## config.mk

```make
export PLATFORM = sky130hd
export DESIGN_NAME = sd_sector_arbiter
export DESIGN_NICKNAME = d
export VERILOG_FILES = /design/src/rtl/sd_sector_arbiter.sv
export SDC_FILE = /design/constraint.sdc
export NUM_CORES = 1
export LEC_CHECK = 0
export CAP_MARGIN = 30
export CORE_MARGIN = 2
export CORE_UTILIZATION = 48
export CTS_BUF_LIST = sky130_fd_sc_hd__clkbuf_16
export CTS_CLUSTER_DIAMETER = 150
export CTS_CLUSTER_SIZE = 28
export DETAILED_ROUTE_END_ITERATION = 10
export PLACE_DENSITY = 0.81
export SETUP_SLACK_MARGIN = 0.5
export SKIP_LAST_GASP = 1
export SYNTH_ARGS = -nofsm -noshare
export SYNTH_HDL_FRONTEND = slang
export SYNTH_SLANG_ARGS = --single-unit
```

## constraint.sdc

```tcl
create_clock -name MasterCLK -period 2.2 [get_ports MasterCLK]
set_input_delay 0.44 -clock MasterCLK [delete_from_list [all_inputs] [get_ports MasterCLK]]
set_output_delay 0.44 -clock MasterCLK [all_outputs]
set_load 0.01 [all_outputs]
```

## src/rtl/sd_sector_arbiter.sv

```systemverilog
// -----------------------------------------------------------------------------
// sd_sector_arbiter
//
// Shares one SD SPI sector reader between the video fetch path (Vid) and the
// audio fetch path (Aud). Whole-sector read requests are arbitrated
// round-robin. The winner's address is latched and a one-cycle start pulse
// goes to the reader. The byte stream is then routed back to the granted
// requester. Completion, or abort after a byte-starvation timeout, is
// signalled with a one-cycle Done pulse.
//
// Ports
//   MasterCLK     in   system clock, rising edge
//   Reset         in   asynchronous, active-low reset
//   VidReq        in   video sector request, held until VidDone
//   VidAddr       in   video sector address (valid while VidReq)
//   AudReq        in   audio sector request, held until AudDone
//   AudAddr       in   audio sector address (valid while AudReq)
//   SdReady       in   reader idle and able to accept a command
//   SdByteValid   in   one-cycle strobe, SdByte carries a new byte
//   SdByte        in   data byte from the reader
//   SdStart       out  one-cycle pulse: read the sector at SdAddr
//   SdAddr        out  latched address of the current sector
//   OutByte       out  registered copy of the last accepted SdByte
//   VidGrant      out  video owns the reader
//   AudGrant      out  audio owns the reader
//   VidByteValid  out  OutByte valid for video (one cycle)
//   AudByteValid  out  OutByte valid for audio (one cycle)
//   VidDone       out  one-cycle pulse: video sector finished
//   AudDone       out  one-cycle pulse: audio sector finished
//   Timeout       out  sticky starvation flag, cleared on the next grant
// -----------------------------------------------------------------------------
module sd_sector_arbiter #(
  parameter int ADDR_W         = 24,
  parameter int SECTOR_BYTES   = 512,
  parameter int BCNT_W         = 10,
  parameter int TIMEOUT_CYCLES = 1048575,
  parameter int TO_W           = 20
) (
  input  logic              MasterCLK,
  input  logic              Reset,
  input  logic              VidReq,
  input  logic [ADDR_W-1:0] VidAddr,
  input  logic              AudReq,
  input  logic [ADDR_W-1:0] AudAddr,
  input  logic              SdReady,
  input  logic              SdByteValid,
  input  logic [7:0]        SdByte,
  output logic              SdStart,
  output logic [ADDR_W-1:0] SdAddr,
  output logic [7:0]        OutByte,
  output logic              VidGrant,
  output logic              AudGrant,
  output logic              VidByteValid,
  output logic              AudByteValid,
  output logic              VidDone,
  output logic              AudDone,
  output logic              Timeout
);

  typedef enum logic [1:0] {
    S_IDLE   = 2'd0,
    S_ISSUE  = 2'd1,
    S_STREAM = 2'd2,
    S_DONE   = 2'd3
  } state_t;

  // Counter values at which the current strobe / idle cycle is the final one.
  localparam logic [BCNT_W-1:0] BCNT_LAST = BCNT_W'(SECTOR_BYTES - 1);
  localparam logic [TO_W-1:0]   TO_LAST   = TO_W'(TIMEOUT_CYCLES - 1);

  state_t              state_q,     state_d;
  logic [ADDR_W-1:0]   sd_addr_q,   sd_addr_d;
  logic [7:0]          out_byte_q,  out_byte_d;
  logic                sd_start_q,  sd_start_d;
  logic                vid_grant_q, vid_grant_d;
  logic                aud_grant_q, aud_grant_d;
  logic                vid_bv_q,    vid_bv_d;
  logic                aud_bv_q,    aud_bv_d;
  logic                vid_done_q,  vid_done_d;
  logic                aud_done_q,  aud_done_d;
  logic                timeout_q,   timeout_d;
  logic [BCNT_W-1:0]   bcnt_q,      bcnt_d;
  logic [TO_W-1:0]     tcnt_q,      tcnt_d;
  // 1 = audio was served last, so video wins the next tie.
  logic                last_aud_q,  last_aud_d;

  logic                pick_vid;

  always_comb begin
    state_d     = state_q;
    sd_addr_d   = sd_addr_q;
    out_byte_d  = out_byte_q;
    vid_grant_d = vid_grant_q;
    aud_grant_d = aud_grant_q;
    timeout_d   = timeout_q;
    bcnt_d      = bcnt_q;
    tcnt_d      = tcnt_q;
    last_aud_d  = last_aud_q;
    // Pulse outputs are high for a single cycle unless re-asserted below.
    sd_start_d  = 1'b0;
    vid_bv_d    = 1'b0;
    aud_bv_d    = 1'b0;
    vid_done_d  = 1'b0;
    aud_done_d  = 1'b0;
    // Round-robin: a lone requester wins; on a tie the one not served last.
    pick_vid    = VidReq && (!AudReq || last_aud_q);

    case (state_q)
      S_IDLE: begin
        if (SdReady && (VidReq || AudReq)) begin
          sd_addr_d   = pick_vid ? VidAddr : AudAddr;
          vid_grant_d = pick_vid;
          aud_grant_d = !pick_vid;
          last_aud_d  = !pick_vid;
          timeout_d   = 1'b0;
          state_d     = S_ISSUE;
        end
      end

      S_ISSUE: begin
        sd_start_d = 1'b1;
        bcnt_d     = '0;
        tcnt_d     = '0;
        state_d    = S_STREAM;
      end

      S_STREAM: begin
        if (SdByteValid) begin
          out_byte_d = SdByte;
          vid_bv_d   = vid_grant_q;
          aud_bv_d   = aud_grant_q;
          bcnt_d     = bcnt_q + BCNT_W'(1);
          tcnt_d     = '0;
          // The last byte of the sector is delivered together with Done.
          if (bcnt_q == BCNT_LAST) begin
            vid_done_d = vid_grant_q;
            aud_done_d = aud_grant_q;
            state_d    = S_DONE;
          end
        end else begin
          tcnt_d = tcnt_q + TO_W'(1);
          if (tcnt_q == TO_LAST) begin
            timeout_d  = 1'b1;
            vid_done_d = vid_grant_q;
            aud_done_d = aud_grant_q;
            state_d    = S_DONE;
          end
        end
      end

      S_DONE: begin
        // Strobes arriving here (e.g. beyond the sector end) are dropped.
        vid_grant_d = 1'b0;
        aud_grant_d = 1'b0;
        state_d     = S_IDLE;
      end

      default: state_d = S_IDLE;
    endcase
  end

  always_ff @(posedge MasterCLK or negedge Reset) begin
    if (!Reset) begin
      state_q     <= S_IDLE;
      sd_addr_q   <= '0;
      out_byte_q  <= '0;
      sd_start_q  <= 1'b0;
      vid_grant_q <= 1'b0;
      aud_grant_q <= 1'b0;
      vid_bv_q    <= 1'b0;
      aud_bv_q    <= 1'b0;
      vid_done_q  <= 1'b0;
      aud_done_q  <= 1'b0;
      timeout_q   <= 1'b0;
      bcnt_q      <= '0;
      tcnt_q      <= '0;
      last_aud_q  <= 1'b1;
    end else begin
      state_q     <= state_d;
      sd_addr_q   <= sd_addr_d;
      out_byte_q  <= out_byte_d;
      sd_start_q  <= sd_start_d;
      vid_grant_q <= vid_grant_d;
      aud_grant_q <= aud_grant_d;
      vid_bv_q    <= vid_bv_d;
      aud_bv_q    <= aud_bv_d;
      vid_done_q  <= vid_done_d;
      aud_done_q  <= aud_done_d;
      timeout_q   <= timeout_d;
      bcnt_q      <= bcnt_d;
      tcnt_q      <= tcnt_d;
      last_aud_q  <= last_aud_d;
    end
  end

  assign SdStart      = sd_start_q;
  assign SdAddr       = sd_addr_q;
  assign OutByte      = out_byte_q;
  assign VidGrant     = vid_grant_q;
  assign AudGrant     = aud_grant_q;
  assign VidByteValid = vid_bv_q;
  assign AudByteValid = aud_bv_q;
  assign VidDone      = vid_done_q;
  assign AudDone      = aud_done_q;
  assign Timeout      = timeout_q;

endmodule

```

==> impl_results.md <==
- Critical Path AT: 2.07 ns
- DR vias/cell: 5.29
- CP max stage cell: or4_4
- Status: complete, no violations
- Actual slew at the worst max-slew pin: approximately 0.62 ns
- Initial antenna violation count: 0
- Setup_tns: 0 ns
- FF/Latch Area: roughly 1800 µm²
- Syn nets: a little over 400
- Worst-Skew Late Latency: ~0.33 ns
- Reg2reg setup slack: between 0.3 and 0.4 ns
- Peak supply drop: 0.000473 V
- Slew Limit Fails: 0
- Maximum buffer depth of the clock tree: 2
- Final hold violations: 0
- Root Buffer Master: clkbuf_16
- Hold/Removal Path Class: in2async
- Worst r2r dst: tcnt_q[19]
- Sequential area share after synthesis: 0.520
- Effective utilization at floorplan: 0.490
- Die Span Y: roughly 90 µm
- Number of I/O pins: roughly 100
- Synthesized area: roughly 3500 µm²
- Final min period: ~1.8 ns
- Row count: 31
- Worst path required time: around 2.4 ns
- DR DRC count: 0
- Max-cap violation count: 0
- Critical path startpoint category: register
- Gpl congestion: 0.853
- RSZ-0062 raised after global routing: yes
- Remaining antenna violation count after routing: 0
- Critical path peak fanout: 6
- Leakage power: about 2.5 nW
- Yosys Warn Count: 0
- Width of the die: approximately 90 µm
- Most frequent cells in the layout: clkdlybuf4s50_1 (90), dfrtp_1 (69), nand2_1 (42), buf_4 (34), o21ai_0 (32)
- Number of global-route vias before repair: between 3000 and 4000
- Tcrit/Tclk final: 0.830
- Flops & latches, synth: between 70 and 80
- Crit-path cells: nand3_2, or4_4, or4_1, a21oi_1
- # setup viols final: 0
- Max transition margin: 0.588
- DRT Pass-1 Iters: 4
- Share of cells above drive strength 1: 0.195
- Fmax: around 550 MHz
- Crit path kind: reg2reg
- Global route overflow: 0
- Area after DPL: ~4700 µm²
- # hold bufs at CTS: 0
- Port Buffers: 101
- Crit. End Element: register
- TritonCTS buffer count: 9
- Fillers: 493
- Slowest stage delay, CP: about 0.59 ns
- Syn_area_per_cell: 10.4 µm²
- Cell count after synthesis: around 340
- DR vias: 3023
- GR Util All Layers: 0.228
- WL/cell: ~16 µm
- P per Cell Area: approximately 710 nW/µm²
- Area delta synth->final: 51.9%
- Core footprint: 7180 µm²
- Post-DP HPWL: 5740 µm
- Area occupied by multi-input gates: ~1700 µm²
- Finished Cell Area: approximately 5300 µm²
- Htree depth: 3
- CTS tree: done
- Launching point of the worst reg2reg path: tcnt_q[9]
- Die Area: 8030 µm²
- Commonest non-fill, non-tap cell in the layout: clkdlybuf4s50_1
- Tot Pwr: between 3 and 4 mW
- Final setup skew: about 0.0053 ns
- First-pass GRT wire length: 13900 µm
- Total wire length: about 9000 µm
- Worst R2R Path Depth: 4
- Largest net degree at the start of global routing: 74
- Starting DRT DRC Count: 136
- Distinct cell type count after synthesis: 48
- Nets: 537
- CTS sink cnt: 73
- Clock Pin Slew Worst Setup and Hold Paths: 0.06 ns
- Ant. Diodes: 0
[critical path: cells and delay by family (launching register included)]
family,cells,cell delay (ns)
DFF,1,0.38
AOI/OAI and AO/OA,1,0.19
and+or+nand+nor,3,1.18
[worst max path at each step]
stage / slack (ns) / cells after the start / to / from
final: 0.37 / 4 / tcnt_q[19] / tcnt_q[9]
after global routing: 0.32 / 4 / tcnt_q[19] / tcnt_q[3]
after CTS: 0.43 / 4 / tcnt_q[19] / tcnt_q[5]
after detailed placement: 0.07 / 4 / Timeout / SdByteValid
after global placement: 0.16 / 5 / bcnt_q[6] / SdByteValid
after floorplan: 0.38 / 5 / tcnt_q[17] / tcnt_q[6]
[flip-flops by register name (all words and copies together) (netlist names)]
register,cells
AudByteValid,1
last_aud_q,1
AudDone,1
SdAddr,24
VidDone,1
state_q,2
Timeout,1
OutByte,8
tcnt_q,20
VidByteValid,1
AudGrant,1
SdStart,1
bcnt_q,10
VidGrant,1
[synth_stat cells, drive strengths merged]
library cell,count,area [µm²]
dfrtp,72,1800
nand2,43,161
o21ai,33,165
mux2i,29,290
clkbuf,14,52.6
inv,12,45.0
nor2,12,45.0
nand3,10,50.1
mux2,9,101
a21oi,8,40.0
ha,8,100
nand4,8,71.3
nor3,7,35.0
o31ai,7,52.6
xnor2,7,61.3
nor4,5,31.3
and3,4,25.0
buf,4,18.8
o211ai,4,30.0
or3,4,28.8
or4,4,30.0
nor3b,3,22.5
xor2,3,26.3
a211oi,2,15.0
a2bb2oi,2,17.5
and2,2,12.5
nand2b,2,12.5
o22ai,2,12.5
or2,2,12.5
a2111o,1,11.3
a2111oi,1,8.76
a21o,1,7.51
a22oi,1,7.51
a31o,1,8.76
a32o,1,10.0
a32oi,1,8.76
and4,1,8.76
dfstp,1,26.3
nand3b,1,7.51
nand4b,1,8.76
nor4b,1,8.76
o21a,1,7.51
o2bb2ai,1,8.76
o311ai,1,8.76
[power by group]
part	total, mW	internal [mW]	switching [mW]	leakage, nW
Clock	1.54	0.989	0.554	0.144
Combinational	0.638	0.367	0.272	1.41
Sequential	1.62	1.48	0.142	0.960
[cells by family after synthesis]
family,after synthesis,synth area share
and+or+nand+nor,110,0.163
DFF,73,0.520
AOI/OAI and AO/OA,68,0.120
muxes,38,0.111
buffers and inverters,30,0.0331
xor gates and xnor gates,10,0.0249
adders and majority gates,8,0.0285
[per-layer routing]
layer  up-vias  GRT usage  wire (µm)
met1      1455      0.259       3520
li1       1464          -          -
met3        16     0.0366        434
met2        88      0.417       4840
met5         -          0          0
met4         0      0.102        177
[repair_timing]
item | 4_1_cts | 5_1_grt
setup buffers | 18 | 8
setup endpoints to repair | 36 | 34
resized for setup | 14 | 23
pin swaps | 4 | 4
[cell type report]
cell class / instances / share of cell area
Timing Repair Buffer: 137 / 0.247
Multi-Input combinational cell: 234 / 0.318
Clock buffer: 9 / 0.0422
Sequential cell: 73 / 0.343
Clock inverter: 7 / 0.0178
Tap cell: 99 / 0.0232
Inverter: 12 / 0.00843
[stage by stage]
step | hold WS [ns] | std cells | worst slack (ns) | utilization
2_1_floorplan | 0.144 | 337 | 0.381 | -
3_3_place_gp | 0.460 | 529 | 0.162 | 0.654
5_1_grt | 0.179 | 571 | 0.324 | 0.744
3_5_place_dp | 0.470 | 529 | 0.0660 | 0.654
4_1_cts | 0.153 | 563 | 0.430 | 0.724
6_report | 0.133 | 571 | 0.374 | 0.744
Note: power is estimated with default switching activity, not from simulation.
